`src/rtl/button_conditioner.sv`:
```
// Pushbutton front end: 2-flop synchronizer, debounce FSM, then press/release/auto-repeat pulses.
// Every output is a flop, so the pulses can drive counter increment inputs directly.
module button_conditioner #(
    parameter int DEBOUNCE_CYCLES = 500000,
    parameter int HOLD_CYCLES     = 50000000,
    parameter int REPEAT_CYCLES   = 10000000
) (
    input  logic clk,
    input  logic reset,
    input  logic btn,
    input  logic repeat_en,
    output logic debounced,
    output logic press_pulse,
    output logic release_pulse,
    output logic repeat_pulse,
    output logic action_pulse
);

    localparam int MAX_DH     = (DEBOUNCE_CYCLES > HOLD_CYCLES) ? DEBOUNCE_CYCLES : HOLD_CYCLES;
    localparam int MAX_CYCLES = (MAX_DH > REPEAT_CYCLES) ? MAX_DH : REPEAT_CYCLES;
    localparam int CW         = $clog2(MAX_CYCLES) + 1;

    localparam logic [CW-1:0] DEB_LAST  = CW'(DEBOUNCE_CYCLES - 1);
    localparam logic [CW-1:0] HOLD_LAST = CW'(HOLD_CYCLES - 1);
    localparam logic [CW-1:0] REP_LAST  = CW'(REPEAT_CYCLES - 1);

    typedef enum logic [1:0] {
        IDLE,
        WAIT_HIGH,
        HELD,
        WAIT_LOW
    } state_t;

    state_t        state_q, state_d;
    logic          s1_q, s1_d;
    logic          s2_q, s2_d;
    logic [CW-1:0] dcnt_q, dcnt_d;
    logic [CW-1:0] hcnt_q, hcnt_d;
    logic          rep_phase_q, rep_phase_d;
    logic          debounced_q, debounced_d;
    logic          press_q, press_d;
    logic          release_q, release_d;
    logic          repeat_q, repeat_d;
    logic          action_q, action_d;
    logic [CW-1:0] hcnt_last;

    always_comb begin
        // NOTE: every signal written here gets a default first, so no path leaves one unassigned (no latch).
        s1_d        = btn;
        s2_d        = s1_q;
        state_d     = state_q;
        dcnt_d      = dcnt_q;
        hcnt_d      = hcnt_q;
        rep_phase_d = rep_phase_q;
        press_d     = 1'b0;
        release_d   = 1'b0;
        repeat_d    = 1'b0;
        // First repeat waits HOLD_CYCLES, later ones REPEAT_CYCLES.
        hcnt_last   = rep_phase_q ? REP_LAST : HOLD_LAST;

        unique case (state_q)
            IDLE: begin
                if (s2_q) begin
                    state_d = WAIT_HIGH;
                    dcnt_d  = '0;
                end
            end
            WAIT_HIGH: begin
                if (!s2_q) begin
                    state_d = IDLE;
                end else if (dcnt_q == DEB_LAST) begin
                    state_d     = HELD;
                    press_d     = 1'b1;
                    hcnt_d      = '0;
                    rep_phase_d = 1'b0;
                end else begin
                    dcnt_d = dcnt_q + 1'b1;
                end
            end
            HELD: begin
                if (!s2_q) begin
                    state_d = WAIT_LOW;
                    dcnt_d  = '0;
                end else if (!repeat_en) begin
                    hcnt_d      = '0;
                    rep_phase_d = 1'b0;
                end else if (hcnt_q == hcnt_last) begin
                    repeat_d    = 1'b1;
                    hcnt_d      = '0;
                    rep_phase_d = 1'b1;
                end else begin
                    hcnt_d = hcnt_q + 1'b1;
                end
            end
            WAIT_LOW: begin
                // hcnt stays frozen here so a bounce back to HELD resumes the repeat timing.
                if (s2_q) begin
                    state_d = HELD;
                end else if (dcnt_q == DEB_LAST) begin
                    state_d     = IDLE;
                    release_d   = 1'b1;
                    hcnt_d      = '0;
                    rep_phase_d = 1'b0;
                end else begin
                    dcnt_d = dcnt_q + 1'b1;
                end
            end
            default: state_d = IDLE;
        endcase

        debounced_d = (state_d == HELD) || (state_d == WAIT_LOW);
        action_d    = press_d | repeat_d;
    end

    always_ff @(posedge clk or posedge reset) begin
        if (reset) begin
            state_q     <= IDLE;
            s1_q        <= 1'b0;
            s2_q        <= 1'b0;
            dcnt_q      <= '0;
            hcnt_q      <= '0;
            rep_phase_q <= 1'b0;
            debounced_q <= 1'b0;
            press_q     <= 1'b0;
            release_q   <= 1'b0;
            repeat_q    <= 1'b0;
            action_q    <= 1'b0;
        end else begin
            // NOTE: non-blocking assignments so every flop samples the pre-edge values.
            state_q     <= state_d;
            s1_q        <= s1_d;
            s2_q        <= s2_d;
            dcnt_q      <= dcnt_d;
            hcnt_q      <= hcnt_d;
            rep_phase_q <= rep_phase_d;
            debounced_q <= debounced_d;
            press_q     <= press_d;
            release_q   <= release_d;
            repeat_q    <= repeat_d;
            action_q    <= action_d;
        end
    end

    assign debounced     = debounced_q;
    assign press_pulse   = press_q;
    assign release_pulse = release_q;
    assign repeat_pulse  = repeat_q;
    assign action_pulse  = action_q;

endmodule

```
`config.mk`:
```
export PLATFORM = sky130hd
export DESIGN_NAME = button_conditioner
export DESIGN_NICKNAME = d
export VERILOG_FILES = /design/src/rtl/button_conditioner.sv
export SDC_FILE = /design/constraint.sdc
export NUM_CORES = 1
export LEC_CHECK = 0
export BUFFER_PORTS_ARGS = -buffer_cell sky130_fd_sc_hd__buf_2
export CORE_MARGIN = 2
export CORE_UTILIZATION = 62
export CTS_BUF_LIST = sky130_fd_sc_hd__clkbuf_8 sky130_fd_sc_hd__clkbuf_16
export DETAILED_ROUTE_END_ITERATION = 7
export PLACE_DENSITY_LB_ADDON = 0.2
export SYNTH_ARGS = -nofsm -noshare
export SYNTH_HDL_FRONTEND = slang
export SYNTH_SLANG_ARGS = --single-unit
```
`constraint.sdc`:
```
create_clock -name clk -period 2.55 [get_ports clk]
set_clock_uncertainty 0.2 [all_clocks]
set_input_delay 0.255 -clock clk [delete_from_list [all_inputs] [get_ports clk]]
set_output_delay 0.255 -clock clk [all_outputs]
set_load 0.01 [all_outputs]
```
==> flow_metrics.tcl <==
set metrics [dict create \
    r2r_start "dcnt_q[1]" \
    die-area_um2 6190 \
    mappedNetlistArea_um2 3460 \
    fmax_ghz 0.406 \
    grt_pass1_wl_mm 14.0 \
    wire_per_inst_um 17.5 \
    switching_power_uw 447 \
    synth_edf_count 0 \
    hpwl_mm 5.61 \
    setup.worst_path.end_class "flop" \
    gp_congestion 0.916 \
    wl_mm 8.32 \
    layout.nets 405 \
    rows 27 \
    seq_power_share 0.519 \
    hold_violations 0 \
    drive_above_1_share 0.181 \
    power.total_mw 1.99 \
    drc 0 \
    worstHoldStart "repeat_en" \
    syn_nets 372 \
    ys_ff_latch 64 \
    dr.pass1.iters 5 \
    startpoint "dcnt_q[1]" \
    routed-via-count 2985 \
    antenna_found_initial 0 \
    dr_wl_met3_um 374 \
    hold_class "primary input to flop" \
    synthCells 366 \
    yosysSeqAreaShare 0.463 \
    p_int_mw 1.55 \
    fillCellCount 409 \
    synth_flop_cell "dfrtp_1" \
    post-route-min-period_ps 2460 \
    arrival_ps 2540 \
    ys_types 52 \
    drv_cap 0 \
    routed_via_density 6.27 \
    portBuffers 8 \
    worst_pin_slew_ps 801 \
    p_clk_frac 0.443 \
    startpoint_type "flop" \
    overflow 0 \
    whs_ps 104 \
    num_io_pins 9 \
    grt_pass1_vias 2974 \
    status "completed" \
    ant_nets 0 \
    crit_fanout 5 \
    clock_path_buffers 2 \
    clock_latency_ps 350 \
    grt_max_degree 65 \
    grt_usage 0.296 \
    die_w_um 78.7 \
    cts_tree "built" \
    power_leakage_nw 1.74 \
    critical_path_class "flop to flop" \
    slew-limit-headroom 0.466 \
    cts_max_level 3 \
    wl_met2_mm 4.25 \
    synthArstFlopShare 1.00 \
    fin_crit_sh 0.965 \
    syn_area_per_cell_um2 9.45 \
    m1WireLength_mm 3.41 \
    initial_core_util 0.636 \
    fp.dieH_um 78.7 \
    cts_buffers 9 \
    diodes 0 \
    cts.sinks 64 \
    maxUsedRoutingLayer "met4" \
    areaGrowthSynthToFinish_pct 14.8 \
    setup_viol_count_final 0 \
    maxSlewViolCount 0 \
    coreArea_um2 5440 \
    p_comb_frac 0.038 \
    root_buffer "clkbuf_8" \
    critPathRequiredTime_ps 2630 \
    synth_warnings 0 \
    first_iter_violations 265 \
    ir_drop_uv 364 \
    cts.clk_slew.worst_paths_ps 70 \
    swShare 0.224 \
    power_density_nw_per_um2 502 \
]
cells by family after synthesis:
kind of cell / synth area share
muxes: 0.0123
xor gates and xnor gates: 0.0811
AOI/OAI and AO/OA: 0.0854
adders and majority gates: 0.00724
DFF: 0.463
buffers and inverters: 0.0242
and+or+nand+nor: 0.326
power groups by stage:
| stage | Combinational [mW] | Sequential [mW] | Clock (mW) |
|---|---|---|---|
| 2_1_floorplan | 0.0453 | 1.05 | 0 |
| 3_3_place_gp | 0.0583 | 1.05 | 0 |
| 3_5_place_dp | 0.0607 | 1.05 | 0 |
| 4_1_cts | 0.0631 | 1.04 | 0.889 |
| 5_1_grt | 0.0879 | 1.03 | 0.934 |
| 6_report | 0.0759 | 1.03 | 0.883 |
final cells by class:
type / instances / area (um2) / share of cell area
Clock inverter: 5 / 47.5 / 0.0120
Timing Repair Buffer: 36 / 255 / 0.0643
Clock buffer: 11 / 151 / 0.0382
Inverter: 5 / 18.8 / 0.00473
Multi-Input combinational cell: 283 / 1800 / 0.454
Tap cell: 72 / 90.1 / 0.0227
Sequential cell: 64 / 1600 / 0.404
worst paths after layout:
path / end / slack (ps) / cells after the start
hold / removal: repeat_pulse / 100 / 2
setup / recovery: hcnt_q[6] / 90 / 7
min in group asynchronous: hcnt_q[25] / 500 / 4
hold reg to reg: s2_q / 150 / 0
setup reg to reg: hcnt_q[6] / 90 / 7
max in group asynchronous: dcnt_q[9] / 1120 / 4
placed cells by master, fill, tap and decap left out, drive strengths merged, types with 10 or more instances in the layout:
master	netlist	final
and3	15	15
buf	6	34
clkbuf	8	11
dfrtp	64	64
nand2	30	30
nand3	31	31
nand4	16	16
nor2	46	46
nor3	13	13
nor4	12	12
o21ai	23	23
xnor2	10	10
xor2	22	22
critical path, stage by stage, from the launching register on:
cell and delay (ps):
dfrtp_1 390, ha_2 250, and4bb_2 280, nand4_2 150
nor3_2 320, a31oi_2 180, or4_1 530, nand2_1 90
metal layers:
metal / global-route usage / vias up
li1: - / 1398
met1: 0.361 / 1456
met2: 0.497 / 103
met3: 0.0575 / 28
met4: 0.156 / 0
met5: 0 / -
cells in the mapped netlist (all sizes together) (2+ instances only):
master / instances / area share
dfrtp: 64 / 0.46
nor2: 46 / 0.051
nand3: 31 / 0.046
nand2: 30 / 0.033
o21ai: 23 / 0.033
xor2: 22 / 0.056
nand4: 16 / 0.031
and3: 15 / 0.027
nor3: 13 / 0.020
nor4: 12 / 0.028
xnor2: 10 / 0.025
clkbuf: 8 / 0.0087
and4: 6 / 0.015
buf: 6 / 0.010
inv: 5 / 0.0054
a21oi: 4 / 0.0058
and2: 4 / 0.0072
nor3b: 4 / 0.010
nor4b: 4 / 0.012
o31ai: 4 / 0.0087
or3: 4 / 0.0072
nor2b: 3 / 0.0054
or4: 3 / 0.0065
a211oi: 2 / 0.0043
a22o: 2 / 0.0051
a31oi: 2 / 0.0036
and4b: 2 / 0.0058
ha: 2 / 0.0072
mux2: 2 / 0.0065
mux2i: 2 / 0.0058
nand2b: 2 / 0.0036
o311ai: 2 / 0.0051
o41ai: 2 / 0.0072
or2: 2 / 0.0036
or4b: 2 / 0.0069
registers in the layout (all words and copies together) (netlist names):
name	cells
action_pulse	1
dcnt_q	27
debounced	1
hcnt_q	27
press_pulse	1
release_pulse	1
rep_phase_q	1
repeat_pulse	1
s1_q	1
s2_q	1
state_q	2
per-stage QoR:
step / util / setup TNS (ps) / worst slack [ps] / area [um2] / instances
6_report: 0.729 / 0 / 88.6 / 3970 / 476
5_1_grt: 0.729 / -15.4 / -9.68 / 3970 / 476
4_1_cts: 0.715 / 0 / 8.48 / 3890 / 470
3_5_place_dp: 0.675 / 0 / 42.6 / 3670 / 452
3_3_place_gp: 0.675 / 0 / 116 / 3670 / 452
2_1_floorplan: - / 0 / 335 / 3460 / 366
repair_timing:
item | in CTS | in global routing
endpoints found under the hold margin | 65 | 0
endpoints found under the setup margin | 0 | 27
setup buffers | 0 | 6
hold buffers | 2 | 0
gates resized for setup | 0 | 7
Note: power is estimated with default switching activity, not from simulation.
